`src/rtl/d_sram_to_sram_like.sv`:
```
// d_sram_to_sram_like: data-side adapter from the core's single-cycle SRAM
// port to the two-phase SRAM-like bus (req/addr_ok, then data_ok).
// It raises the data stall while an access is outstanding and holds the
// returned read data until the pipeline releases its global stall.
// Optional build macro: D_BRIDGE_PERF_CNT_EN adds request/stall counters.
module d_sram_to_sram_like #(
    parameter int AW = 32,
    parameter int DW = 32
) (
    input  logic          clk,
    input  logic          rst,
    input  logic          data_sram_en,
    input  logic [3:0]    data_sram_wen,
    input  logic [AW-1:0] data_sram_addr,
    input  logic [DW-1:0] data_sram_wdata,
    output logic [DW-1:0] data_sram_rdata,
    output logic          d_stall,
    input  logic          longest_stall,
    output logic          data_req,
    output logic          data_wr,
    output logic [1:0]    data_size,
    output logic [AW-1:0] data_addr,
    output logic [DW-1:0] data_wdata,
    input  logic          data_addr_ok,
    input  logic          data_data_ok,
    input  logic [DW-1:0] data_rdata
`ifdef D_BRIDGE_PERF_CNT_EN
    ,
    output logic [31:0]   perf_req_cnt,
    output logic [31:0]   perf_stall_cnt
`endif
);

    typedef enum logic [1:0] {
        IDLE      = 2'd0,
        REQ       = 2'd1,
        WAIT_DATA = 2'd2,
        DONE      = 2'd3
    } state_t;

    state_t state_r;
    state_t state_nxt_s;

    // Byte enables -> {size, low address bits}; unusual patterns fall back to a word
    function automatic logic [3:0] wen_decode(input logic [3:0] wen);
        logic [3:0] res;
        case (wen)
            4'b1111: res = {2'd2, 2'b00};
            4'b0011: res = {2'd1, 2'b00};
            4'b1100: res = {2'd1, 2'b10};
            4'b0001: res = {2'd0, 2'b00};
            4'b0010: res = {2'd0, 2'b01};
            4'b0100: res = {2'd0, 2'b10};
            4'b1000: res = {2'd0, 2'b11};
            default: res = {2'd2, 2'b00};
        endcase
        return res;
    endfunction

    logic [3:0]    dec_s;
    logic          cur_wr_s;
    logic [1:0]    cur_size_s;
    logic [AW-1:0] cur_addr_s;

    logic          lat_wr_r;
    logic [1:0]    lat_size_r;
    logic [AW-1:0] lat_addr_r;
    logic [DW-1:0] lat_wdata_r;

    logic          req_s;
    logic          wr_s;
    logic [1:0]    size_s;
    logic [AW-1:0] addr_s;
    logic [DW-1:0] wdata_s;
    logic          stall_s;

    // Bus request fields derived directly from the core's current request
    always_comb begin
        dec_s      = wen_decode(data_sram_wen);
        cur_wr_s   = |data_sram_wen;
        cur_size_s = dec_s[3:2];
        cur_addr_s = {data_sram_addr[AW-1:2], dec_s[1:0]};
    end

    // State register
    always_ff @(posedge clk or negedge rst) begin
        if (!rst) begin
            state_r <= IDLE;
        end else begin
            state_r <= state_nxt_s;
        end
    end

    // Next-state logic; bus responses outside their own phase are ignored
    always_comb begin
        state_nxt_s = state_r;
        case (state_r)
            IDLE: begin
                if (data_sram_en && data_addr_ok) begin
                    state_nxt_s = WAIT_DATA;
                end else if (data_sram_en) begin
                    state_nxt_s = REQ;
                end else begin
                    state_nxt_s = IDLE;
                end
            end
            REQ: begin
                if (data_addr_ok) begin
                    state_nxt_s = WAIT_DATA;
                end else begin
                    state_nxt_s = REQ;
                end
            end
            WAIT_DATA: begin
                if (data_data_ok) begin
                    // A flushed access (en dropped) finishes on the bus but skips DONE
                    state_nxt_s = data_sram_en ? DONE : IDLE;
                end else begin
                    state_nxt_s = WAIT_DATA;
                end
            end
            DONE: begin
                if (longest_stall) begin
                    state_nxt_s = DONE;
                end else begin
                    state_nxt_s = IDLE;
                end
            end
            default: state_nxt_s = IDLE;
        endcase
    end

    // Latch the request while idle so it stays stable until accepted
    always_ff @(posedge clk or negedge rst) begin
        if (!rst) begin
            lat_wr_r    <= 1'b0;
            lat_size_r  <= 2'd0;
            lat_addr_r  <= '0;
            lat_wdata_r <= '0;
        end else if (state_r == IDLE && data_sram_en) begin
            lat_wr_r    <= cur_wr_s;
            lat_size_r  <= cur_size_s;
            lat_addr_r  <= cur_addr_s;
            lat_wdata_r <= data_sram_wdata;
        end else begin
            lat_wr_r    <= lat_wr_r;
            lat_size_r  <= lat_size_r;
            lat_addr_r  <= lat_addr_r;
            lat_wdata_r <= lat_wdata_r;
        end
    end

    // Capture returned data only while waiting for it; hold otherwise
    always_ff @(posedge clk or negedge rst) begin
        if (!rst) begin
            data_sram_rdata <= '0;
        end else if (state_r == WAIT_DATA && data_data_ok) begin
            data_sram_rdata <= data_rdata;
        end else begin
            data_sram_rdata <= data_sram_rdata;
        end
    end

    // Per-state output decode: live fields in IDLE, latched fields afterwards
    always_comb begin
        req_s   = 1'b0;
        wr_s    = lat_wr_r;
        size_s  = lat_size_r;
        addr_s  = lat_addr_r;
        wdata_s = lat_wdata_r;
        stall_s = 1'b0;
        case (state_r)
            IDLE: begin
                req_s   = data_sram_en;
                wr_s    = cur_wr_s;
                size_s  = cur_size_s;
                addr_s  = cur_addr_s;
                wdata_s = data_sram_wdata;
                stall_s = data_sram_en;
            end
            REQ: begin
                req_s   = 1'b1;
                stall_s = 1'b1;
            end
            WAIT_DATA: begin
                stall_s = 1'b1;
            end
            DONE: begin
                stall_s = 1'b0;
            end
            default: begin
                req_s   = 1'b0;
                stall_s = 1'b0;
            end
        endcase
    end

    // Force every combinational output low for as long as reset is held
    always_comb begin
        if (!rst) begin
            data_req   = 1'b0;
            data_wr    = 1'b0;
            data_size  = 2'd0;
            data_addr  = '0;
            data_wdata = '0;
            d_stall    = 1'b0;
        end else begin
            data_req   = req_s;
            data_wr    = wr_s;
            data_size  = size_s;
            data_addr  = addr_s;
            data_wdata = wdata_s;
            d_stall    = stall_s;
        end
    end

`ifdef D_BRIDGE_PERF_CNT_EN
    // Free-running wrap-around counters of accepted requests and stall cycles
    always_ff @(posedge clk or negedge rst) begin
        if (!rst) begin
            perf_req_cnt   <= 32'd0;
            perf_stall_cnt <= 32'd0;
        end else begin
            perf_req_cnt   <= perf_req_cnt + ((data_req && data_addr_ok) ? 32'd1 : 32'd0);
            perf_stall_cnt <= perf_stall_cnt + (d_stall ? 32'd1 : 32'd0);
        end
    end
`endif

endmodule

```
`config.mk`:
```
export PLATFORM = sky130hd
export DESIGN_NAME = d_sram_to_sram_like
export DESIGN_NICKNAME = d
export VERILOG_FILES = /design/src/rtl/d_sram_to_sram_like.sv
export SDC_FILE = /design/constraint.sdc
export NUM_CORES = 1
export LEC_CHECK = 0
export ABC_AREA = 1
export BUFFER_PORTS_ARGS = -buffer_cell sky130_fd_sc_hd__buf_2
export CORE_MARGIN = 4
export CORE_UTILIZATION = 44
export DETAILED_ROUTE_END_ITERATION = 16
export PLACE_DENSITY = 0.77
export SETUP_SLACK_MARGIN = 0.05
export SYNTH_ARGS = -nofsm -noshare
export SYNTH_HDL_FRONTEND = slang
export SYNTH_SLANG_ARGS = --single-unit
```
`constraint.sdc`:
```
create_clock -name clk -period 1.5 [get_ports clk]
set_clock_uncertainty 0.05 [all_clocks]
set_input_delay 0.075 -clock clk [delete_from_list [all_inputs] [get_ports clk]]
set_output_delay 0.075 -clock clk [all_outputs]
set_load 0.05 [all_outputs]
```
Word level (Yosys, flattened, before mapping)
Index checks and enable logic that the tools add are counted.
Cells by class
  equal/unequal tests: 9
  multiplexer cells: 20
  reduce and logical (&&, ||, !) cells: 6
Operator list (count)
  $mux 32: 4
  $pmux 4 s6: 1
  $mux 2: 7
  $eq 4x2->1 const B: 2
  $eq 4x4->1 const B: 2
  $pmux 2 s4: 1
  $mux 1: 5
  $eq 2x2->1 const B: 2
  $eq 4x1->1 const B: 1
  $eq 4x3->1 const B: 1
  $reduce_or 4->1: 1
  $logic_and 1x1->1: 3
  $pmux 1 s3: 1
  $eq 2x1->1 const B: 1
  $logic_not 2->1: 1
  $pmux 1 s2: 1
  $reduce_or 2->1: 1
Word-level totals
  bits in registers: 101
  input bits: 106
  output and inout bits: 101
  word-level logic and storage cells: 41

Logic depth before layout (Yosys ltp)
Gate-level depths: netlist (run 1).
  depth after elaboration: 4
  gate-level depth with buffers: 8
  gate-level depth less buffers: 8

Worst setup path after synthesis (run 1)
Ideal clock, no wire load.
  path kind: reg2out
  start: register state_r[0]
  end: output data_wdata[27]
  arrival time: 1.832 ns
  data required time: 1.375 ns
  slack: -0.457 ns
  stages on the path, launching flop included: 8
  path buffers: 3
  cells stage by stage: dfrtp_1 inv_1 ha_1 buf_6 buf_6 buf_6 o21ai_0 a21oi_1
On the way
  cells in the longest elaborated chain, start to end: 3
Ends and longest elaborated chain
  start: declaration: line 41  | state_t state_r;
  start signal: assignment: line 90  | state_r <= state_nxt_s;
  $logic_not 2->1: line 172  | case (state_r)
  $mux 32: line 172
  $mux 32: line 200  | if (!rst) begin
  end: declaration: line 23  | output logic [DW-1:0] data_wdata,
No other way between the ends.

Final worst setup path (run 1)
  start: register state_r[1]
  end: output data_size[1]
On the way
  cells in the longest elaborated chain, start to end: 3
Ends and longest elaborated chain
  $logic_not 2->1: line 172
  $mux 2: line 172
  $mux 2: line 200
  end: declaration: line 21  | output logic [1:0] data_size,
No other way between the ends.

==> run summary, run 1 <==
Max rail drop VDD: 1600 uV
Area grow syn2layout: 83.8%
Max-Cap Viols: 0
Congestion Overflow GR: 0
Synth Area in Compound Gates: 21.3%
Fill cells: 602
Failing checks: hold timing, setup timing
Final worst slack: -0.432 ns
Total GRT Usage: 26.8%
Setup violations, final: 132
Clock Latency Late Sink: 0.34 ns
PwrDens: 2530 nW/um^2
DP Area: 7260 um^2
Dpl cells: 989
Post-Synth Adder-Cell Area: 1.22%
Post-Syn Instances: 641
Status: complete, but fails checks
Syn avg cell area: 8.00 um^2
Filler-free cell count of the finished design: 1088
Hold Path Depth: 3
Reg2reg start: state_r[1]$_DFF_PN0_
Share of cells above drive strength 1: 45.6%
Fmax: 518 MHz
Max clock buf depth: 2
R2r worst-path depth: 8
CTS tree: done
Die area: 13500 um^2
Core Region: 11400 um^2
Rows: 39
Layout Cell Area excl Fill: 9430 um^2
Root Buffer: clkbuf_16
Final worst path period need: 1.93 ns
ANT cells: 0
Synth Area in Simple Gates: 16.2%
Post-DRT Antenna Nets: 0
Arrival time at the worst endpoint: 1.81 ns
Count of input and output buffers: 204
IO Count: 207
Synthesis warning total: 0
Worst slew pin tran: 0.763 ns
CP required: 1.37 ns
Commonest non-fill, non-tap cell in the layout: nand2_1
Synth area leader: dfrtp_1
RSZ-0062 raised after global routing: yes
Top cell type's share of synthesized area: 49.3%
Post-DR wirelength/cell: 17.5 um
Slew Viols, Final: 0
Via count: 5745
Number of global-route vias before repair: 5961
Critical path class: reg2out
Hold EP: lat_addr_r[12]$_DFFE_PN0P_
Most frequent cells in the layout: 157 x nand2_1, 134 x buf_2, 101 x dfrtp_1
Initial DRC count: 331
Detailed placement HPWL: 10700 um
Netlist cell types: 16
Clock Sinks: 101
Die Y: 116 um
Die X: 116 um
Seq/Total Area, Yosys: 49.3%
Register area: 2530 um^2
Main combinational cell family by area after synthesis: compound AO/OA/AOI/OAI gates
TritonCTS Buffers: 9
Syn_nets: 752
Initial Utilization: 44.9%
Hold wc startpoint: data_sram_addr[12]
CP Launch Type: register
Area taken by multi-input logic gates: 2970 um^2
Post-Syn Area: 5130 um^2
First-pass GRT wire length: 28700 um
Layout Nets: 1051
Worst rel slew slack: 49.0%
Period utilization: 129%
Reg2reg end: lat_wdata_r[25]$_DFFE_PN0P_
Worst hold slack: -0.00343 ns
CP Max Fanout: 8
DRC errors left: 0
CP Capture Type: output pin
Top post-synthesis cells by area: dfrtp_1 49%, nand2_1 12%, o21ai_0 9.7%, a21oi_1 6.5%, inv_1 5.9%
#FFs+latches synth: 101
Drt pass-1 iters: 5
Initial antenna violation count: 0
Final wirelength: 19100 um
Worst R2R Setup Slack: -0.08 ns
Clk slew on worst S/H paths: 0.07 ns
Hold Vio Cnt, Final: 3
Pin count of the biggest net entering global routing: 53
Fraction of synthesized area in multiplexers: 0%
Worst Hold Class: in2reg
Xor/xnor cell area share of the yosys netlist: 0%
Static Leak: 4.63 nW
GP Congestion: 0.783
Routed vias/inst: 5.28
CP Launch Point: state_r[1]$_DFF_PN0_
H-tree levels: 3
report_power, final:
part / internal (W) / switching, W / leakage, nW
combinational: 0.00646 / 0.00964 / 3.20
clock: 0.00179 / 0.00104 / 0.175
sequential: 0.00400 / 0.000883 / 1.25
total: 0.0123 / 0.0116 / 4.63
flip-flops by register name, summed over array words and instances, names as in the netlist:
| register | flops |
|---|---|
| lat_wr_r | 1 |
| lat_wdata_r | 32 |
| state_r | 2 |
| lat_size_r | 2 |
| data_sram_rdata | 32 |
| lat_addr_r | 32 |
area by class of cell:
cell class / instances / share of cell area [%]
Inverter: 81 / 3.29
Sequential cell: 101 / 26.8
Clock buffer: 9 / 2.39
Timing Repair Buffer: 335 / 32.7
Multi-Input combinational cell: 412 / 31.5
Tap cell: 143 / 1.90
Clock inverter: 7 / 1.46
Yosys cell counts (all sizes together):
| cell | instances |
|---|---|
| clkbuf | 13 |
| buf | 34 |
| o21ai | 132 |
| nand3 | 36 |
| nor2 | 9 |
| dfrtp | 101 |
| nand2 | 163 |
| ha | 5 |
| inv | 81 |
| a21oi | 67 |
timing repair:
action                     4_1_cts  5_1_grt
hold endpoints to repair       127        0
gates cloned                     5        6
pin swaps                       12        5
setup endpoints to repair      135      167
hold buffers                    57        0
resized for setup              223       75
setup buffers                    8        9
logic make-up (layout without fill, tap and decap cells):
family / after synthesis / in the layout
AND/OR/NAND/NOR: 208 / 208
adder cells (fa/ha/maj): 5 / 5
AO/OA/AOI/OAI: 199 / 199
buffers and inverters: 128 / 432
flip-flops: 101 / 101
per-layer routing:
metal	routed length (um)	GRT usage, %	up-vias
li1	-	-	2666
met3	1340	5.07	60
met2	9830	46.7	268
met5	0	0	-
met1	7220	32.2	2751
met4	667	11.9	0
worst max path at each step:
stage	cells past startpoint	end	slack, ns
detailed placement	8	data_req	-0.17
global placement	8	data_req	-0.12
finish	9	data_size[1]	-0.43
CTS	7	data_wdata[28]	-0.41
global route	9	data_size[1]	-0.50
floorplan	7	data_wdata[27]	-0.10
worst max-delay path: stages (launching register included):
cell,delay [ns]
dfrtp_1,0.36
inv_2,0.06
ha_4,0.18
buf_4,0.16
clkbuf_16,0.17
nor2_2,0.11
nor2_1,0.04
nand2_1,0.12
clkinvlp_4,0.11
buf_8,0.15
per-stage QoR:
| step | power [W] | utilization [%] | TNS [ns] | setup slack (ns) |
|---|---|---|---|---|
| after global placement | 0.0161 | 63.6 | -1.92 | -0.124 |
| after floorplan | 0.0138 | - | -3.66 | -0.103 |
| after detailed placement | 0.0165 | 63.6 | -7.21 | -0.165 |
| after CTS | 0.0222 | 79.4 | -22.99 | -0.406 |
| after global routing | 0.0249 | 82.6 | -36.99 | -0.500 |
| final | 0.0238 | 82.6 | -26.09 | -0.432 |
No activity file was read; power rests on OpenSTA's default activity.
==> run 2, diff against run 1 <==
--- a/config.mk
+++ b/config.mk
@@ -6,11 +6,14 @@
 export NUM_CORES = 1
 export LEC_CHECK = 0
 export ABC_AREA = 1
+export ABC_CLOCK_PERIOD_IN_PS = 1500
 export BUFFER_PORTS_ARGS = -buffer_cell sky130_fd_sc_hd__buf_2
+export CELL_PAD_IN_SITES_DETAIL_PLACEMENT = 1
+export CELL_PAD_IN_SITES_GLOBAL_PLACEMENT = 1
 export CORE_MARGIN = 4
-export CORE_UTILIZATION = 44
+export CORE_UTILIZATION = 31
 export DETAILED_ROUTE_END_ITERATION = 16
-export PLACE_DENSITY = 0.77
+export PLACE_DENSITY_LB_ADDON = 0.1
 export SETUP_SLACK_MARGIN = 0.05
 export SYNTH_ARGS = -nofsm -noshare
 export SYNTH_HDL_FRONTEND = slang
==> run 2 against run 1 <==
Against the previous run:
- the flow finishes with violations (setup timing)
- final cell count is 11% higher
- wire length is 27% higher
- clock-buffer cell count is 5 higher
- via count is 4.3% higher
- critical path depth is 1 lower
- flip-flop and latch count stayed put
- largest power group unchanged
- total power is 6.8% higher
- global-route usage is 2.3 points lower
==> run summary, run 2 (same netlist as run 1, synthesis figures left out) <==
Switching Power: 0.0124 W (+7.3%)
Final Power: 0.0254 W (+6.8%)
Congestion Overflow GR: 0 (unchanged)
Setup violations, final: 135 (+2.3%)
Max rail drop VDD: 1150 uV (-29%)
CP required: 1.37 ns (about the same)
Worst slew pin tran: 0.890 ns (+0.128 ns)
Clock power share: 9.2% (-2.7 points)
Met3 GRT Util: 4.82% (-0.25 points)
Layout Cell Area excl Fill: 10400 um^2 (+9.8%)
DRC errors left: 0 (unchanged)
Slew Viols, Final: 0 (unchanged)
Total GRT Usage: 24.5% (-2.3 points)
Routed vias/inst: 4.96 (-6.0%)
Switching Fraction: 48.7% (+0.21 points)
Root Buffer: clkbuf_16
Period utilization: 131% (+2.4 points)
Status: complete, but fails checks
Int Pwr: 0.0130 W (+6.4%)
Worst hold slack: 0.00983 ns (+0.0133 ns)
Number of global-route vias before repair: 6688 (+12%)
Reg power frac: 19.7% (-0.8 points)
GP Congestion: 0.786 (+0.45%)
Worst Hold Class: in2reg
Die Y: 137 um (+18%)
Pin count of the biggest net entering global routing: 33 (-38%)
CTS tree: done
Filler-free cell count of the finished design: 1207 (+11%)
CP Max Fanout: 5 (-3)
Drt pass-1 iters: 4 (-1)
TritonCTS Buffers: 9 (unchanged)
Max-Cap Viols: 0 (unchanged)
Max clock buf depth: 2 (unchanged)
Dpl cells: 1063 (+7.5%)
Count of input and output buffers: 204 (unchanged)
Static Leak: 5.01 nW (+8.2%)
Hold Vio Cnt, Final: 0 (-3)
Critical path class: reg2out
Layout Nets: 1095 (+4.2%)
Rows: 46 (+18%)
Final worst slack: -0.468 ns (-0.0359 ns)
Fmax: 508 MHz (-1.8%)
Final worst path period need: 1.97 ns (+0.0359 ns)
M1 GR Usage: 27.1% (-5.0 points)
Register area: 2530 um^2 (unchanged)
Worst rel slew slack: 40.7% (-8.3 points)
First-pass GRT wire length: 35500 um (+23%)
Share of cells above drive strength 1: 47.4% (+1.8 points)
Clock Latency Late Sink: 0.35 ns (about the same)
GRT Max-Usage Layer: met2
Clock Sinks: 101 (unchanged)
Arrival time at the worst endpoint: 1.84 ns (+0.03 ns)
Area grow syn2layout: 102%
Die area: 18700 um^2 (+39%)
Clk slew on worst S/H paths: 0.07 ns (about the same)
RSZ-0062 raised after global routing: yes
Comb power frac: 71.2% (+3.6 points)
Initial antenna violation count: 1 (+1)
Area taken by multi-input logic gates: 3160 um^2 (+6.4%)
Initial DRC count: 164 (-50%)
IO Count: 207 (unchanged)
Setup TNS Final: -42.91 ns (-16.82 ns)
CP Launch Type: register
Top Registers: data_sram_rdata x32, lat_addr_r x32, lat_wdata_r x32
Most frequent cells in the layout: 158 x nand2_1, 134 x buf_2, 101 x dfrtp_1
Fill cells: 1707 (+180%)
Core Region: 16100 um^2 (+41%)
CP Capture Type: output pin
PwrDens: 2460 nW/um^2 (-2.7%)
Post-DR wirelength/cell: 20.1 um (+15%)
Commonest non-fill, non-tap cell in the layout: nand2_1
Die X: 137 um (+18%)
DP Area: 7380 um^2 (+1.6%)
H-tree levels: 3 (unchanged)
Met2 usage: 46.7% (about the same)
Initial Utilization: 32.0% (-13 points)
Failing checks: setup timing
Final wirelength: 24300 um (+27%)
Post-DRT Antenna Nets: 0 (unchanged)
Detailed placement HPWL: 12300 um (+15%)
Via count: 5990 (+4.3%)
[run 2: changes by cell type in the layout (fill, tap and decap cells not counted), moves of 4 or more]
| cell | delta |
|---|---|
| buf_12 | +6 |
| buf_16 | +7 |
| bufbuf_16 | +5 |
| bufinv_16 | -4 |
| dlygate4sd3_1 | +25 |
| o21ai_1 | -19 |
| o21ai_2 | +11 |
| o21ai_4 | +9 |
[run 2: metal layers]
metal	routed length [um]	share of wire, %	vias to the layer above
li1	-	-	2767
met1	9070	37	3004
met2	13500	56	183
met3	1190	4.9	36
met4	521	2.1	0
met5	0	0	-
[run 2: power groups by stage]
stage	Combinational (W)	Clock (W)	Sequential, W
finish	0.0181	0.00233	0.00501
detailed placement	0.0119	0	0.00473
global placement	0.0116	0	0.00467
floorplan	0.00790	0	0.00595
global route	0.0190	0.00250	0.00514
CTS	0.0167	0.00238	0.00483
[run 2: stage by stage]
| stage | worst slack, ns | util (%) |
|---|---|---|
| floorplan | -0.103 | - |
| global placement | -0.156 | 45.9 |
| detailed placement | -0.205 | 45.9 |
| CTS | -0.448 | 62.0 |
| global route | -0.514 | 64.5 |
| finish | -0.468 | 64.5 |
[run 2: path summary, 6_finish.rpt]
check / startpoint / to / slack [ns] / cells after the start
max in group asynchronous: rst / lat_wdata_r[16]$_DFFE_PN0P_ / 0.48 / 4
min in group asynchronous: rst / lat_addr_r[31]$_DFFE_PN0P_ / 0.15 / 2
min reg2reg: data_sram_rdata[18]$_DFFE_PN0P_ / data_sram_rdata[18]$_DFFE_PN0P_ / 0.42 / 2
max: state_r[1]$_DFF_PN0_ / data_wdata[18] / -0.47 / 8
min: data_sram_wdata[20] / lat_wdata_r[20]$_DFFE_PN0P_ / 0.01 / 3
max reg2reg: state_r[1]$_DFF_PN0_ / lat_addr_r[26]$_DFFE_PN0P_ / -0.38 / 8
[run 2: cell type report]
cell class	count	share of cell area (%)
sequential	101	24.4
multi-input combinational	412	30.5
timing repair buffer	379	36.6
clock inverter	2	0.157
antenna	2	0.0483
tap	216	2.61
inverter	81	3.02
clock buffer	14	2.65
[run 2: critical path, stage by stage, from the launching register on]
cell and delay [ns]:
dfrtp_1 0.38, inv_2 0.07, ha_4 0.19, buf_12 0.13
buf_12 0.13, buf_16 0.14, buf_8 0.12, a21oi_4 0.15
buf_8 0.17
[run 2: what timing repair did]
item                                   4_1_cts  5_1_grt
pin swaps                                   19       20
cloned                                      15        3
setup endpoints to repair                  164      174
gates resized for setup                    295       63
hold buffers                                84        0
endpoints found under the hold margin      153        0
setup buffers                               19        7
